### config.mk
export PLATFORM = sky130hd
export DESIGN_NAME = fetch_unit
export DESIGN_NICKNAME = d
export VERILOG_FILES = /design/src/rtl/fetch_unit_pkg.sv /design/src/rtl/pc_reg.sv /design/src/rtl/fetch_unit.sv
export SDC_FILE = /design/constraint.sdc
export NUM_CORES = 1
export LEC_CHECK = 0
export CORE_UTILIZATION = 45
export CTS_BUF_LIST = sky130_fd_sc_hd__clkbuf_4 sky130_fd_sc_hd__clkbuf_8
export DETAILED_ROUTE_END_ITERATION = 16
export PLACE_DENSITY_LB_ADDON = 0.3
export SLEW_MARGIN = 0
export SYNTH_ARGS = -nofsm -noshare
export SYNTH_HDL_FRONTEND = slang
export SYNTH_SLANG_ARGS = --single-unit
### constraint.sdc
create_clock -name clk -period 5.5 [get_ports clk]
set_input_delay 1.1 -clock clk [delete_from_list [all_inputs] [get_ports clk]]
set_output_delay 1.1 -clock clk [all_outputs]
set_load 0.005 [all_outputs]
### src/rtl/fetch_unit_pkg.sv
// Shared fetch/decode definitions: FSM state encoding, the NOP word,
// the two-word flag position and the IF/ID record handed to decode.
package fetch_unit_pkg;

  localparam int unsigned PC_W_DEF    = 32;
  localparam int unsigned INSTR_W_DEF = 16;

  typedef enum logic {
    S_OP  = 1'b0,
    S_IMM = 1'b1
  } fetch_state_t;

  localparam logic [INSTR_W_DEF-1:0] NOP_INSTR = '0;

  // Bit of an opcode word that marks a following immediate word (the MSB).
  localparam int unsigned TWO_WORD_BIT = INSTR_W_DEF - 1;

  typedef struct packed {
    logic [INSTR_W_DEF-1:0] instr;
    logic [INSTR_W_DEF-1:0] imm;
    logic [PC_W_DEF-1:0]    pc;
    logic                   valid;
  } ifid_t;

endpackage

### src/rtl/pc_reg.sv
// Program counter: reset vector, redirect on flush, word increment.
module pc_reg
  import fetch_unit_pkg::*;
#(
  parameter int unsigned     PC_W     = 32,
  parameter logic [PC_W-1:0] RESET_PC = '0
) (
  input  logic            clk,
  input  logic            rst,
  input  logic            pc_write_i,
  input  logic            flush_i,
  input  logic [PC_W-1:0] target_i,
  output logic [PC_W-1:0] pc_o
);

  logic [PC_W-1:0] pc_q;
  logic [PC_W-1:0] pc_d;

  // Redirect wins over increment; increment wraps naturally at 2^PC_W.
  always_comb begin
    pc_d = pc_q;
    if (flush_i) begin
      pc_d = target_i;
    end else if (pc_write_i) begin
      pc_d = pc_q + PC_W'(1);
    end
  end

  // PC register, loaded with the reset vector.
  always_ff @(posedge clk or posedge rst) begin
    if (rst) begin
      pc_q <= RESET_PC;
    end else begin
      pc_q <= pc_d;
    end
  end

  assign pc_o = pc_q;

endmodule

### src/rtl/fetch_unit.sv
// Fetch stage and IF/ID register: assembles one- or two-word instructions
// and honours branch flushes and load-use stalls.
module fetch_unit
  import fetch_unit_pkg::*;
#(
  parameter int unsigned     PC_W     = 32,
  parameter int unsigned     INSTR_W  = 16,
  parameter logic [PC_W-1:0] RESET_PC = '0
) (
  input  logic               clk,
  input  logic               rst,
  input  logic               pc_write,
  input  logic               stall_fetch,
  input  logic               flush_fetch,
  input  logic [PC_W-1:0]    branch_target,
  output logic [PC_W-1:0]    imem_addr,
  input  logic [INSTR_W-1:0] imem_data,
  output logic [INSTR_W-1:0] ifid_instr,
  output logic [INSTR_W-1:0] ifid_imm,
  output logic [PC_W-1:0]    ifid_pc,
  output logic               ifid_valid
);

  logic [PC_W-1:0]    pc;
  fetch_state_t       state_q;
  logic [INSTR_W-1:0] hold_op_q;
  logic [PC_W-1:0]    hold_pc_q;
  logic [INSTR_W-1:0] instr_q;
  logic [INSTR_W-1:0] imm_q;
  logic [PC_W-1:0]    ifid_pc_q;
  logic               valid_q;
  logic               two_word;

  pc_reg #(
    .PC_W     (PC_W),
    .RESET_PC (RESET_PC)
  ) u_pc_reg (
    .clk        (clk),
    .rst        (rst),
    .pc_write_i (pc_write),
    .flush_i    (flush_fetch),
    .target_i   (branch_target),
    .pc_o       (pc)
  );

  assign imem_addr = pc;
  // The flag sits in the MSB of the opcode word for any INSTR_W.
  assign two_word  = imem_data[INSTR_W-1];

  // Fetch FSM and IF/ID register; flush beats stall, stall freezes everything.
  always_ff @(posedge clk or posedge rst) begin
    if (rst) begin
      state_q   <= S_OP;
      hold_op_q <= '0;
      hold_pc_q <= '0;
      instr_q   <= INSTR_W'(NOP_INSTR);
      imm_q     <= '0;
      ifid_pc_q <= '0;
      valid_q   <= 1'b0;
    end else if (flush_fetch) begin
      // Any half-assembled instruction is dropped here.
      state_q <= S_OP;
      instr_q <= INSTR_W'(NOP_INSTR);
      imm_q   <= '0;
      valid_q <= 1'b0;
    end else if (!stall_fetch) begin
      case (state_q)
        S_OP: begin
          if (two_word) begin
            hold_op_q <= imem_data;
            hold_pc_q <= pc;
            instr_q   <= INSTR_W'(NOP_INSTR);
            imm_q     <= '0;
            valid_q   <= 1'b0;
            state_q   <= S_IMM;
          end else begin
            instr_q   <= imem_data;
            imm_q     <= '0;
            ifid_pc_q <= pc;
            valid_q   <= 1'b1;
          end
        end
        S_IMM: begin
          // The immediate word is taken verbatim, its MSB is not a flag.
          instr_q   <= hold_op_q;
          imm_q     <= imem_data;
          ifid_pc_q <= hold_pc_q;
          valid_q   <= 1'b1;
          state_q   <= S_OP;
        end
        default: begin
          state_q <= S_OP;
        end
      endcase
    end
  end

  assign ifid_instr = instr_q;
  assign ifid_imm   = imm_q;
  assign ifid_pc    = ifid_pc_q;
  assign ifid_valid = valid_q;

endmodule

## After elaboration in Yosys (flattened, before gate mapping)

Index checks and enable logic that the tools add are counted.
Widths: inputs -> output; s select.

- Flip-flop bits (word level): 146
- Output and inout bits: 97
- Input bits: 53
- Logic and storage cells: 36

- Reduce and logical (&&, ||, !) cells: 3
- Eq/ne operators: 2
- Bitwise operators: 3
- $add $sub $neg: 1
- Multiplexer cells: 19

Operators by type and width:

| operator | count |
|---|---|
| $mux 32 | 3 |
| $mux 16 | 4 |
| $pmux 16 s2 | 2 |
| $pmux 32 s2 | 1 |
| $add 32x1->32 const B | 1 |
| $mux 15 | 1 |
| $mux 1 | 6 |
| $pmux 1 s2 | 2 |
| $reduce_and 4->1 | 1 |
| $not 1->1 | 3 |
| $reduce_and 3->1 | 1 |
| $ne 2x1->1 const B | 1 |
| $ne 2x2->1 const B | 1 |
| $reduce_bool 2->1 | 1 |

## Longest topological paths before layout

- Depth after elaboration: 4
- Mapped depth: 7
- Depth with buffers taken out: 5

## By module

From an unflattened synthesis, not the netlist that was laid out.

- Cells, all modules: 559
- Area total of the unflattened synthesis: 6,532.5 um^2

By module, submodules not included:

| module | cells each | area an instance (um^2) | seq. area each (um^2) | instances |
|---|---|---|---|---|
| fetch_unit | 347 | 4,660.7 | 2,852.7 | 1 |
| pc_reg | 212 | 1,871.8 | 800.8 | 1 |

## Worst setup path before layout

No wires, ideal clock.

- Path type: input-to-reg
- From: input pc_write
- To: register u_pc_reg.pc_q[21] (netlist: u_pc_reg.pc_o[21])
- Setup time: 0.082 ns
- Required time: 5.418 ns
- Buffers on the path: 2
- Stages: 6
- Slack: 2.833 ns
- Arrival time: 2.585 ns
- Cell sequence: clkbuf_1 > nand2_1 > or4_1 > buf_2 > or4_1 > a31oi_1

- Longest elaborated chain between the ends: 1

RTL lines:

| element | RTL line | text |
|---|---|---|
| start: declaration | fetch_unit.sv:12 | `input logic pc_write,` |
| $reduce_bool 2->1 (no source line) | n/a |  |
| end signal: assignment | pc_reg.sv:34 | `pc_q <= pc_d;` |
| end: declaration | pc_reg.sv:16 | `logic [PC_W-1:0] pc_q;` |

Every way passes these cells.
A chain may end at the register's enable or synchronous reset.

## Worst setup path in the final report

Same ends and word-level chain as after synthesis.

==> results.json <==
{
  "status": "completed",
  "place_congestion": 0.788,
  "io_pins": 150,
  "vias": 5029,
  "ys_ff_latch": 146,
  "clkLatencyLatePin_ns": 0.45,
  "layout_common_cells": "149 x clkdlybuf4s50_1, 145 x dfrtp_1, 80 x nand2_1",
  "ys_types": 37,
  "powerDensity_nw_per_um2": 330,
  "rsz0062_at_grt": "false",
  "diodes": 0,
  "worst-path-buf-inv": 1,
  "yosys_warnings": 0,
  "place_inst": 879,
  "grt_pass1_vias": 5176,
  "met1_length_um": 6830,
  "wl_met2_um": 7670,
  "wl_met3_um": 886,
  "dr.first_iter.drc_count": 251,
  "layout-drive-gt1-share_pct": 13.3,
  "r2r_cells": 4,
  "path_class": "in2reg",
  "combPwrFrac_pct": 17.4,
  "fin_cells": 911,
  "fillers": 1150,
  "utilization_pct": 61.5,
  "fmax_mhz": 339,
  "drc": 0,
  "slew_headroom_pct": 15.6,
  "cp.depth": 5,
  "wl_per_cell_um": 17.3,
  "ctsHoldBuffers": 0,
  "hold_class": "reg2reg",
  "grt_remaining_overflow": 0,
  "hold_viol_final": 0,
  "grt_use_total_pct": 22.9,
  "start_util_pct": 46.6,
  "root_buffer": "clkbuf_8",
  "internal_power_mw": 2.13,
  "grt_pass1_wl_um": 26100,
  "clkSinkCount": 146,
  "htreeDepth": 4,
  "pwr-share-seq_pct": 48.0,
  "row_count": 43,
  "critPathMaxStageDelay_ns": 0.67,
  "cp_slowest_cell": "clkdlybuf4s50_1",
  "start_kind": "input pin",
  "cts.clk_slew.worst_paths_ns": 0.07,
  "grt_max_degree": 75,
  "power.share.switching_pct": 25.0,
  "post-dp-hpwl_um": 10800,
  "clock_path_buffers": 2,
  "yosysSeqAreaShare_pct": 56.1,
  "setup_tns_ns": 0,
  "syn_inst": 585,
  "drv_slew": 0,
  "hold_depth": 2,
  "io_buffers": 149,
  "dieHeight_um": 122,
  "period_share_pct": 53.6,
  "cp-end-kind": "flop",
  "final_common_cell": "clkdlybuf4s50_1",
  "worst-r2r-setup-slack_ns": 3.04,
  "crit_path_frequent_cell": "or4_1",
  "syn_to_final_growth_pct": 32.2,
  "top_layer": "met4",
  "setup-violations-final": 0,
  "core_um2": 14000,
  "via_per_inst": 5.52,
  "dieArea_um2": 15000,
  "syn-num-nets": 639,
  "totalWireLength_um": 15800,
  "cp.required_ns": 5.86,
  "cap_violations": 0,
  "cts_buffers": 17,
  "post_cts_buffers": 0,
  "drtPass1Iterations": 4,
  "path_cells": "clkdlybuf4s50_1 -> nand2_1 -> or4_1 -> or4_1 -> a31oi_1",
  "clkPwrFrac_pct": 34.6,
  "cts_resized": 0,
  "tightest_slew_ns": 1.26,
  "avgSynthCellArea_um2": 11.1,
  "p_sw_mw": 0.710,
  "period_minus_slack_ns": 2.95,
  "cts_tree": "built",
  "syn-cell-area_um2": 6510,
  "cellLeakagePower_nw": 3.51,
  "drt.antenna.violating_nets": 0,
  "skew_ns": 0.0107,
  "fin_nets": 772,
  "antenna_found_initial": 0,
  "path_max_fanout": 16,
  "arrival_ns": 3.31,
  "critPathTopFamily": "simple AND/OR/NAND/NOR gates",
  "ir_worst_vdd_v": 0.000225,
  "die_width_um": 122
}
## worst min-delay path, cell delays in order, from the launching register on
cell	delay (ns)
dfrtp_1	0.35
nand2_1	0.04
o21ai_0	0.06
## path summary, 6_finish.rpt
check | startpoint | endpoint
max | pc_write | u_pc_reg.pc_o[21]$_DFFE_PP0P_
max reg2reg | u_pc_reg.pc_o[15]$_DFFE_PP0P_ | u_pc_reg.pc_o[21]$_DFFE_PP0P_
min | ifid_pc[23]$_DFFE_PP0P_ | ifid_pc[23]$_DFFE_PP0P_
max in group asynchronous | rst | hold_pc_q[12]$_DFFE_PP0P_
min in group asynchronous | rst | ifid_pc[22]$_DFFE_PP0P_
min reg2reg | ifid_pc[23]$_DFFE_PP0P_ | ifid_pc[23]$_DFFE_PP0P_
## cells by family (layout without fill, tap and decap cells)
group | after synthesis | after routing | synth area share (%)
AOI/OAI and AO/OA | 115 | 115 | 10.9
xor gates and xnor gates | 14 | 14 | 1.88
adders and majority gates | 1 | 1 | 0.192
buffers and inverters | 47 | 193 | 2.82
DFF | 146 | 146 | 56.1
muxes | 95 | 95 | 15.5
and+or+nand+nor | 167 | 167 | 12.6
## synth_stat cells
library cell    n  share of area [%]
o21ai_0        60                4.6
buf_2           3               0.23
nor3_1          3               0.23
clkbuf_1       33                1.9
or3b_2          3               0.40
and3_1          4               0.38
and4_1          3               0.40
ha_1            1               0.19
mux2i_1        48                7.4
or4_1          17                2.0
o311ai_0        4               0.54
a31oi_1        13                1.2
o211ai_1        1               0.12
or2_2           2               0.19
o21a_1          1               0.12
a21oi_1         6               0.46
xnor2_1         6               0.81
o31a_1          1               0.13
and2_1          2               0.19
nand3_1        10               0.77
nor2b_1         1              0.096
nand2b_1        2               0.19
nor2_1         19                1.1
xor2_1          8                1.1
mux2_2         47                8.1
inv_1           5               0.29
or3_1           3               0.29
nor4_1          1              0.096
nand2_1        81                4.7
nand4_2         1               0.19
dfrtp_1       146                 56
a21o_1          1               0.12
buf_1           5               0.29
nand4_1        15                1.4
a22o_1         17                2.3
buf_4           1               0.12
o31ai_1        11                1.3
## state kept, by name (all words and copies together), names as in the netlist
signal         cells
hold_pc_q         32
ifid_pc           32
ifid_valid         1
state_q            1
ifid_imm          16
hold_op_q         16
ifid_instr        16
u_pc_reg.pc_o     32
## routing by layer
metal	track usage (%)	vias to the layer above
li1	-	2372
met3	5.99	32
met2	37.3	156
met5	0	-
met4	10.1	0
met1	28.5	2469
## area by class of cell
cell class	instances	area, µm²	area share [%]
Inverter	5	23.8	0.276
Clock buffer	23	298	3.46
Timing Repair Buffer	156	1540	17.9
Sequential cell	146	3650	42.5
Clock inverter	9	176	2.05
Tap cell	180	225	2.62
Multi-Input combinational cell	392	2690	31.2
## through the flow
step / hold slack [ns] / worst slack (ns) / area, µm² / power (mW)
detailed placement: 0.470 / 2.12 / 8130 / 1.88
global placement: 0.454 / 2.21 / 8130 / 1.86
finish: 0.481 / 2.55 / 8610 / 2.84
CTS: 0.488 / 2.62 / 8610 / 2.87
global route: 0.512 / 2.47 / 8610 / 2.99
floorplan: 0.441 / 0.477 / 6510 / 1.60
## power by group through the flow
stage | combinational, mW | clock (mW) | sequential (mW)
floorplan | 0.242 | 0 | 1.35
global placement | 0.485 | 0 | 1.37
finish | 0.494 | 0.984 | 1.36
CTS | 0.502 | 1.01 | 1.36
global route | 0.551 | 1.05 | 1.39
detailed placement | 0.500 | 0 | 1.38
No activity file was read; power rests on OpenSTA's default activity.
